<file path="config.mk">
export PLATFORM = sky130hd
export DESIGN_NAME = pb_conditioner
export DESIGN_NICKNAME = d
export VERILOG_FILES = /design/src/rtl/pb_conditioner.sv
export SDC_FILE = /design/constraint.sdc
export NUM_CORES = 1
export LEC_CHECK = 0
export CELL_PAD_IN_SITES_DETAIL_PLACEMENT = 0
export CELL_PAD_IN_SITES_GLOBAL_PLACEMENT = 2
export CORE_UTILIZATION = 25
export CTS_BUF_LIST = sky130_fd_sc_hd__clkbuf_4
export DETAILED_ROUTE_END_ITERATION = 6
export PLACE_DENSITY = 0.59
export SYNTH_ARGS = -nofsm -noshare
export SYNTH_HDL_FRONTEND = slang
export SYNTH_SLANG_ARGS = --single-unit
</file>
<file path="constraint.sdc">
create_clock -name clk -period 2.8 [get_ports clk]
set_clock_uncertainty 0.15 [all_clocks]
set_input_delay 0.7 -clock clk [delete_from_list [all_inputs] [get_ports clk]]
set_output_delay 0.7 -clock clk [all_outputs]
set_load 0.01 [all_outputs]
</file>
<file path="src/rtl/pb_conditioner.sv">
// Pushbutton conditioner: synchronizer, debounce FSM, press/release/long-press pulses, press counter.
// Long-press detection (lcnt, pb_long) is built only when PB_LONG_PRESS_EN is defined.
module pb_conditioner #(
    parameter int unsigned DEBOUNCE_CYCLES = 270000,
    parameter int unsigned LONG_CYCLES     = 27000000
) (
    input  logic       clk,
    input  logic       rst,
    input  logic       pb_in,
    output logic       pb_level,
    output logic       pb_press,
    output logic       pb_release,
    output logic       pb_long,
    output logic [7:0] press_cnt
);

    if (DEBOUNCE_CYCLES < 2 || DEBOUNCE_CYCLES > 32'h000F_FFFF ||
        LONG_CYCLES <= DEBOUNCE_CYCLES || LONG_CYCLES > 32'h03FF_FFFF) begin : g_param_check
        $error("pb_conditioner: DEBOUNCE_CYCLES/LONG_CYCLES out of range");
    end

    localparam logic [19:0] DC_LAST = 20'(DEBOUNCE_CYCLES - 1);

    typedef enum logic [1:0] {
        IDLE,
        PRESS_WAIT,
        PRESSED,
        RELEASE_WAIT
    } state_t;

    state_t      state_q, state_d;
    logic        s1_q, s2_q;
    logic [19:0] dcnt_q, dcnt_d;
    logic        level_q, level_d;
    logic        press_q, press_d;
    logic        release_q, release_d;
    logic [7:0]  cnt_q, cnt_d;

    always_ff @(posedge clk or negedge rst) begin
        if (!rst) begin
            s1_q      <= 1'b0;
            s2_q      <= 1'b0;
            state_q   <= IDLE;
            dcnt_q    <= '0;
            level_q   <= 1'b0;
            press_q   <= 1'b0;
            release_q <= 1'b0;
            cnt_q     <= '0;
        end else begin
            s1_q      <= pb_in;
            s2_q      <= s1_q;
            state_q   <= state_d;
            dcnt_q    <= dcnt_d;
            level_q   <= level_d;
            press_q   <= press_d;
            release_q <= release_d;
            cnt_q     <= cnt_d;
        end
    end

    always_comb begin
        state_d   = state_q;
        dcnt_d    = dcnt_q;
        level_d   = level_q;
        press_d   = 1'b0;
        release_d = 1'b0;
        cnt_d     = cnt_q;
        case (state_q)
            IDLE: begin
                if (s2_q) begin
                    state_d = PRESS_WAIT;
                    dcnt_d  = '0;
                end
            end
            PRESS_WAIT: begin
                if (!s2_q) begin
                    state_d = IDLE;
                end else begin
                    dcnt_d = dcnt_q + 20'd1;
                    if (dcnt_q == DC_LAST) begin
                        state_d = PRESSED;
                        level_d = 1'b1;
                        press_d = 1'b1;
                        cnt_d   = cnt_q + 8'd1;
                    end
                end
            end
            PRESSED: begin
                if (!s2_q) begin
                    state_d = RELEASE_WAIT;
                    dcnt_d  = '0;
                end
            end
            RELEASE_WAIT: begin
                if (s2_q) begin
                    state_d = PRESSED;
                end else begin
                    dcnt_d = dcnt_q + 20'd1;
                    if (dcnt_q == DC_LAST) begin
                        state_d   = IDLE;
                        level_d   = 1'b0;
                        release_d = 1'b1;
                    end
                end
            end
            default: state_d = IDLE;
        endcase
    end

`ifdef PB_LONG_PRESS_EN
    localparam logic [25:0] LC_MAX  = 26'(LONG_CYCLES);
    localparam logic [25:0] LC_LAST = 26'(LONG_CYCLES - 1);

    logic [25:0] lcnt_q, lcnt_d;
    logic        long_q, long_d;

    always_ff @(posedge clk or negedge rst) begin
        if (!rst) begin
            lcnt_q <= '0;
            long_q <= 1'b0;
        end else begin
            lcnt_q <= lcnt_d;
            long_q <= long_d;
        end
    end

    // Saturation at LONG_CYCLES guarantees a single pulse per press, even across release glitches.
    always_comb begin
        lcnt_d = lcnt_q;
        long_d = 1'b0;
        if (press_d) begin
            lcnt_d = '0;
        end else if ((state_q == PRESSED || state_q == RELEASE_WAIT) && lcnt_q != LC_MAX) begin
            lcnt_d = lcnt_q + 26'd1;
            long_d = (lcnt_q == LC_LAST);
        end
    end

    assign pb_long = long_q;
`else
    assign pb_long = 1'b0;
`endif

    assign pb_level   = level_q;
    assign pb_press   = press_q;
    assign pb_release = release_q;
    assign press_cnt  = cnt_q;

endmodule

</file>
== Yosys cells after proc, flatten, opt, wreduce, memory -nomap -nowiden ==
Cells that the tools add are included.
Cells by class
  add/subtract/negate cells: 2
  multipliers: 0
  div/mod/pow operators: 0
  order comparisons: 0
  equal/unequal tests: 12
  shifts and indexed selects: 0
  multiplexer cells: 22
  bitwise logic cells: 0
  reduce and logical (&&, ||, !) cells: 6
Operator list (number)
  two-way mux 20 bit: 4
  case mux 20 bit (4 select lines): 1
  adder 20 x 1 -> 20 bit (second input constant): 1
  equality test 20 x 19 -> 1 bit (second input constant): 1
  two-way mux 2 bit: 6
  != test 2 bit (second input constant): 6
  two-way mux 1 bit: 9
  adder 8 x 1 -> 8 bit (second input constant): 1
  case mux 2 bit (4 select lines): 1
  AND reduction 4 bit: 2
  != test 3 bit (second input constant): 2
  AND reduction 5 bit: 1
  equality test 2 bit (second input constant): 2
  AND reduction 3 bit: 1
  equality test 2 x 1 -> 1 bit (second input constant): 1
  zero test 2 bit: 1
  case mux 1 bit (2 select lines): 1
  nonzero test 2 bit: 1
Word-level totals
  register bits after elaboration: 35
  latch bits: 0
  memory bits (writable): 0
  bits in read-only memories: 0
  input port bits: 3
  output and inout bits: 12
  word-level logic and storage cells: 50
  memories: 0

== Longest topological paths before layout ==
  depth after elaboration: 4
  mapped depth: 6
  mapped depth without buffers: 5

== Least setup slack after synthesis ==
No wires, ideal clock.
  path type: register to register
  start point: register dcnt_q[0]
  end point: register cnt_q[1] (netlist: press_cnt[1])
  library setup time: 0.125 ns
  arrival: 1.861 ns
  required time: 2.525 ns
  path slack: 0.664 ns
  stages on the path, launching flop included: 7
  path buffers: 1
  period minus slack after synthesis: 2.136 ns
  path through: dfrtp_1 -> ha_1 -> nand3_1 -> or3_1 -> clkbuf_1 -> nor3b_2 -> mux2_2
Between the ends
  cells in the longest elaborated chain, start to end: 2
Ends and longest elaborated chain
  start: declaration: RTL line 33  | logic [19:0] dcnt_q, dcnt_d;
  start signal: assignment: RTL line 53  | dcnt_q <= dcnt_d;
  equality test 20 x 19 -> 1 bit: RTL line 80  | if (dcnt_q == DC_LAST) begin
  AND reduction 3 bit (no line)
  end signal: assignment: RTL line 57  | cnt_q <= cnt_d;
  end: declaration: RTL line 37  | logic [7:0] cnt_q, cnt_d;
No other way between the ends.
A chain may end at the register's enable or synchronous reset.

== Final worst setup path ==
Ends and elaborated chain as after synthesis.

==> results by group <==
Placed design
  – DP Area: 1940 µm²
  – Port bufs: 13
  – HPWL after DPL: 2.72 mm
  – Final RePlAce weighted congestion: ~0.73

Cells and area
  – Final instance area: slightly below 2000 µm²
  – FILL cells: a little over 700
  – N_diodes: 0
  – Register area: between 800 and 900 µm²
  – Most frequent cells in the layout: dfrtp_1, nand2_1, nor4_1, clkdlybuf4s50_1, o21ai_0
  – Most common cell after layout, fill and taps aside: dfrtp_1
  – Layout Nets: between 150 and 200
  – Area grow syn2layout: 14.5%
  – Multi-input logic area: roughly 800 µm²
  – Fraction of layout cells with a size suffix above 1: 9.57%

STA
  – Final period util: between 80% and 90%
  – Final Hold Fails: 0
  – Final max-slew violation count: 0
  – RSZ-0062 raised after global routing: false
  – Tmin final: around 2.3 ns
  – Final setup vio count: 0
  – Peak Freq: 0.429 GHz
  – Max-slew headroom: 45.5%
  – Setup TNS: 0 ns
  – Slew @ Worst Pin: around 0.8 ns

Global routing
  – Total global-route track usage: 11.3%
  – Vias in the first global route: ~1300
  – First-pass GRT wire length: between 6 and 7 mm
  – Grt total ovfl: 0
  – Initial antenna violation count: 0
  – Largest net degree at the start of global routing: 36

Run
  – Max_cap viols: 0

Detailed routing
  – Residual DRC: 0
  – Iteration count of the initial detailed-routing pass: 4
  – Via/cell ratio: 5.00
  – Top layer used by detailed routing: met4
  – Metal2 WL: 1.74 mm
  – Routed vias: roughly 1300
  – Final WL: roughly 3.8 mm
  – DRT met1 WL: approximately 1.9 mm
  – Routed Antenna Nets: 0
  – Wire length per cell: ~14 µm
  – Routed met3 length: approximately 100 µm
  – Detailed Route Iter0 Violations: 53

Setup path
  – CP Data Arrival Time: ~2.4 ns
  – Critical path's slowest cell: or3_1
  – Crit-path max FO: 10
  – CP Launch Type: flop
  – Reg2Reg Setup Slack: about 0.47 ns
  – Delay-heaviest family, CP: simple AND/OR/NAND/NOR gates
  – Crit-path cells: ha_1, nand3_1, or3_1, nor3b_2, mux2_2
  – Largest stage delay, worst path: 0.58 ns
  – CP bufs+invs: 0
  – Crit. End Element: flop
  – Req. time, crit path: ~2.9 ns
  – Critical path class: flop to flop

Synthesis
  – Post-Syn Area per Cell: about 10 µm²
  – Distinct cells, synth: 34
  – Synthesized netlist cell count: ~170
  – Synth warn: 0
  – Mapped Area: 1740 µm²
  – Synth Register Bits: 35
  – Syn Nets: ~180
  – Register area share after synthesis: approximately half

CTS
  – # clock sinks: 35
  – Clk buf depth: 2
  – CTS root buf: clkbuf_4
  – H-tree depth: 2
  – Total CTS buffers: 5
  – Post-cts sizing count: 0
  – Clk_lat worst skew: 0.33 ns
  – Reg clk slew, reported paths: ~0.10 ns
  – Post-CTS Setup Bufs: 0
  – Hold Buf Count CTS: 0
  – CTS tree: done

Pwr
  – Power per cell area: 414 nW/µm²
  – Worst VDD drop: roughly 0.00017 V
  – Pleak: approximately 0.85 nW
  – Overall Power: slightly above 0.8 mW

Floorplanning
  – Num rows: 30
  – Core area: slightly below 7000 µm²
  – Die area: 7280 µm²
  – Top Ports: 15
  – Initial Util: about a quarter
  – Die H: around 85 µm
  – Die W: between 80 and 90 µm

Run status
  – Outcome: completed

Hold path
  – HP Class: flop to flop
## sequential cells by signal, indices dropped and copies added (netlist names), named ones only
register / cells
s1_q: 1
pb_level: 1
dcnt_q: 20
s2_q: 1
state_q: 1
pb_release: 1
press_cnt: 8
pb_press: 1
## final cells by class
type / count / share of cell area (%)
repair buffers: 18 / 8.18
flip-flops and latches: 35 / 44.1
clock buffers: 6 / 2.27
multi-input cells: 127 / 40.1
well taps: 80 / 5.03
inverters: 2 / 0.378
## final timing paths
path / start / to / cells past startpoint
worst max-delay path: dcnt_q[0] / press_cnt[1] / 5
worst min-delay path: s1_q / s2_q / 0
worst max register to register: dcnt_q[0] / press_cnt[1] / 5
worst min register to register: s1_q / s2_q / 0
max in group asynchronous: rst / dcnt_q[19] / 1
min in group asynchronous: rst / dcnt_q[11] / 1
## power breakdown
group | switching, mW | total (mW) | internal [mW] | leakage, nW
clock network | 0.155 | 0.254 | 0.0990 | 0.0276
logic | 0.0268 | 0.0411 | 0.0143 | 0.346
registers | 0.0116 | 0.527 | 0.516 | 0.480
total | 0.194 | 0.823 | 0.629 | 0.853
## logic make-up (layout without fill, tap and decap cells)
kind of cell | after synthesis | in the layout | share of synthesized area [%]
flops | 35 | 35 | 50.4
compound gates | 30 | 30 | 10.2
other cells | 1 | 1 | 0.216
buf+inv | 12 | 26 | 3.67
simple gates | 79 | 79 | 26.0
mux | 3 | 3 | 1.95
xor+xnor | 12 | 12 | 6.05
fa+ha+maj | 2 | 2 | 1.44
## worst register-to-register path, stage by stage, from the launching register on
cell and delay [ns]:
dfrtp_1 0.39, ha_1 0.19, nand3_1 0.21, or3_1 0.58
nor3b_2 0.34, mux2_2 0.37
## metrics by stage
stage	cells	hold slack, ns	util, %	setup WS, ns
5_1_grt	268	0.235	29.4	0.311
3_5_place_dp	262	0.185	28.8	0.464
3_3_place_gp	262	0.192	28.8	0.527
6_report	268	0.207	29.4	0.469
2_1_floorplan	174	0.181	-	0.664
4_1_cts	268	0.209	29.4	0.443
## layer usage
| layer | vias to the layer above | track usage (%) |
|---|---|---|
| met5 | - | 0 |
| met4 | 0 | 3.18 |
| met3 | 4 | 2.92 |
| met2 | 20 | 18.0 |
| met1 | 644 | 15.3 |
| li1 | 671 | - |
## Yosys cell counts
master / n / area share [%]
a21o_1: 1 / 0.43
a21oi_1: 10 / 2.9
a22o_1: 2 / 1.0
and3_1: 5 / 1.8
and4_1: 1 / 0.50
buf_4: 1 / 0.43
buf_6: 2 / 1.3
clkbuf_1: 7 / 1.5
conb_1: 1 / 0.22
dfrtp_1: 35 / 50
ha_1: 2 / 1.4
inv_1: 2 / 0.43
mux2_2: 3 / 1.9
nand2_1: 18 / 3.9
nand2b_1: 1 / 0.36
nand3_1: 4 / 1.2
nand3b_1: 1 / 0.43
nand4_1: 9 / 3.2
nor2_1: 7 / 1.5
nor2b_1: 2 / 0.72
nor3_1: 3 / 0.86
nor3b_1: 1 / 0.43
nor3b_2: 1 / 0.72
nor4_1: 12 / 4.3
o21ai_0: 11 / 3.2
o22a_1: 1 / 0.50
o31a_1: 1 / 0.50
o31ai_1: 4 / 1.7
or3_1: 8 / 2.9
or3_4: 1 / 0.65
or4_1: 4 / 1.7
or4b_4: 1 / 0.79
xnor2_1: 4 / 2.0
xor2_1: 8 / 4.0
(Power assumes the default switching activity.)
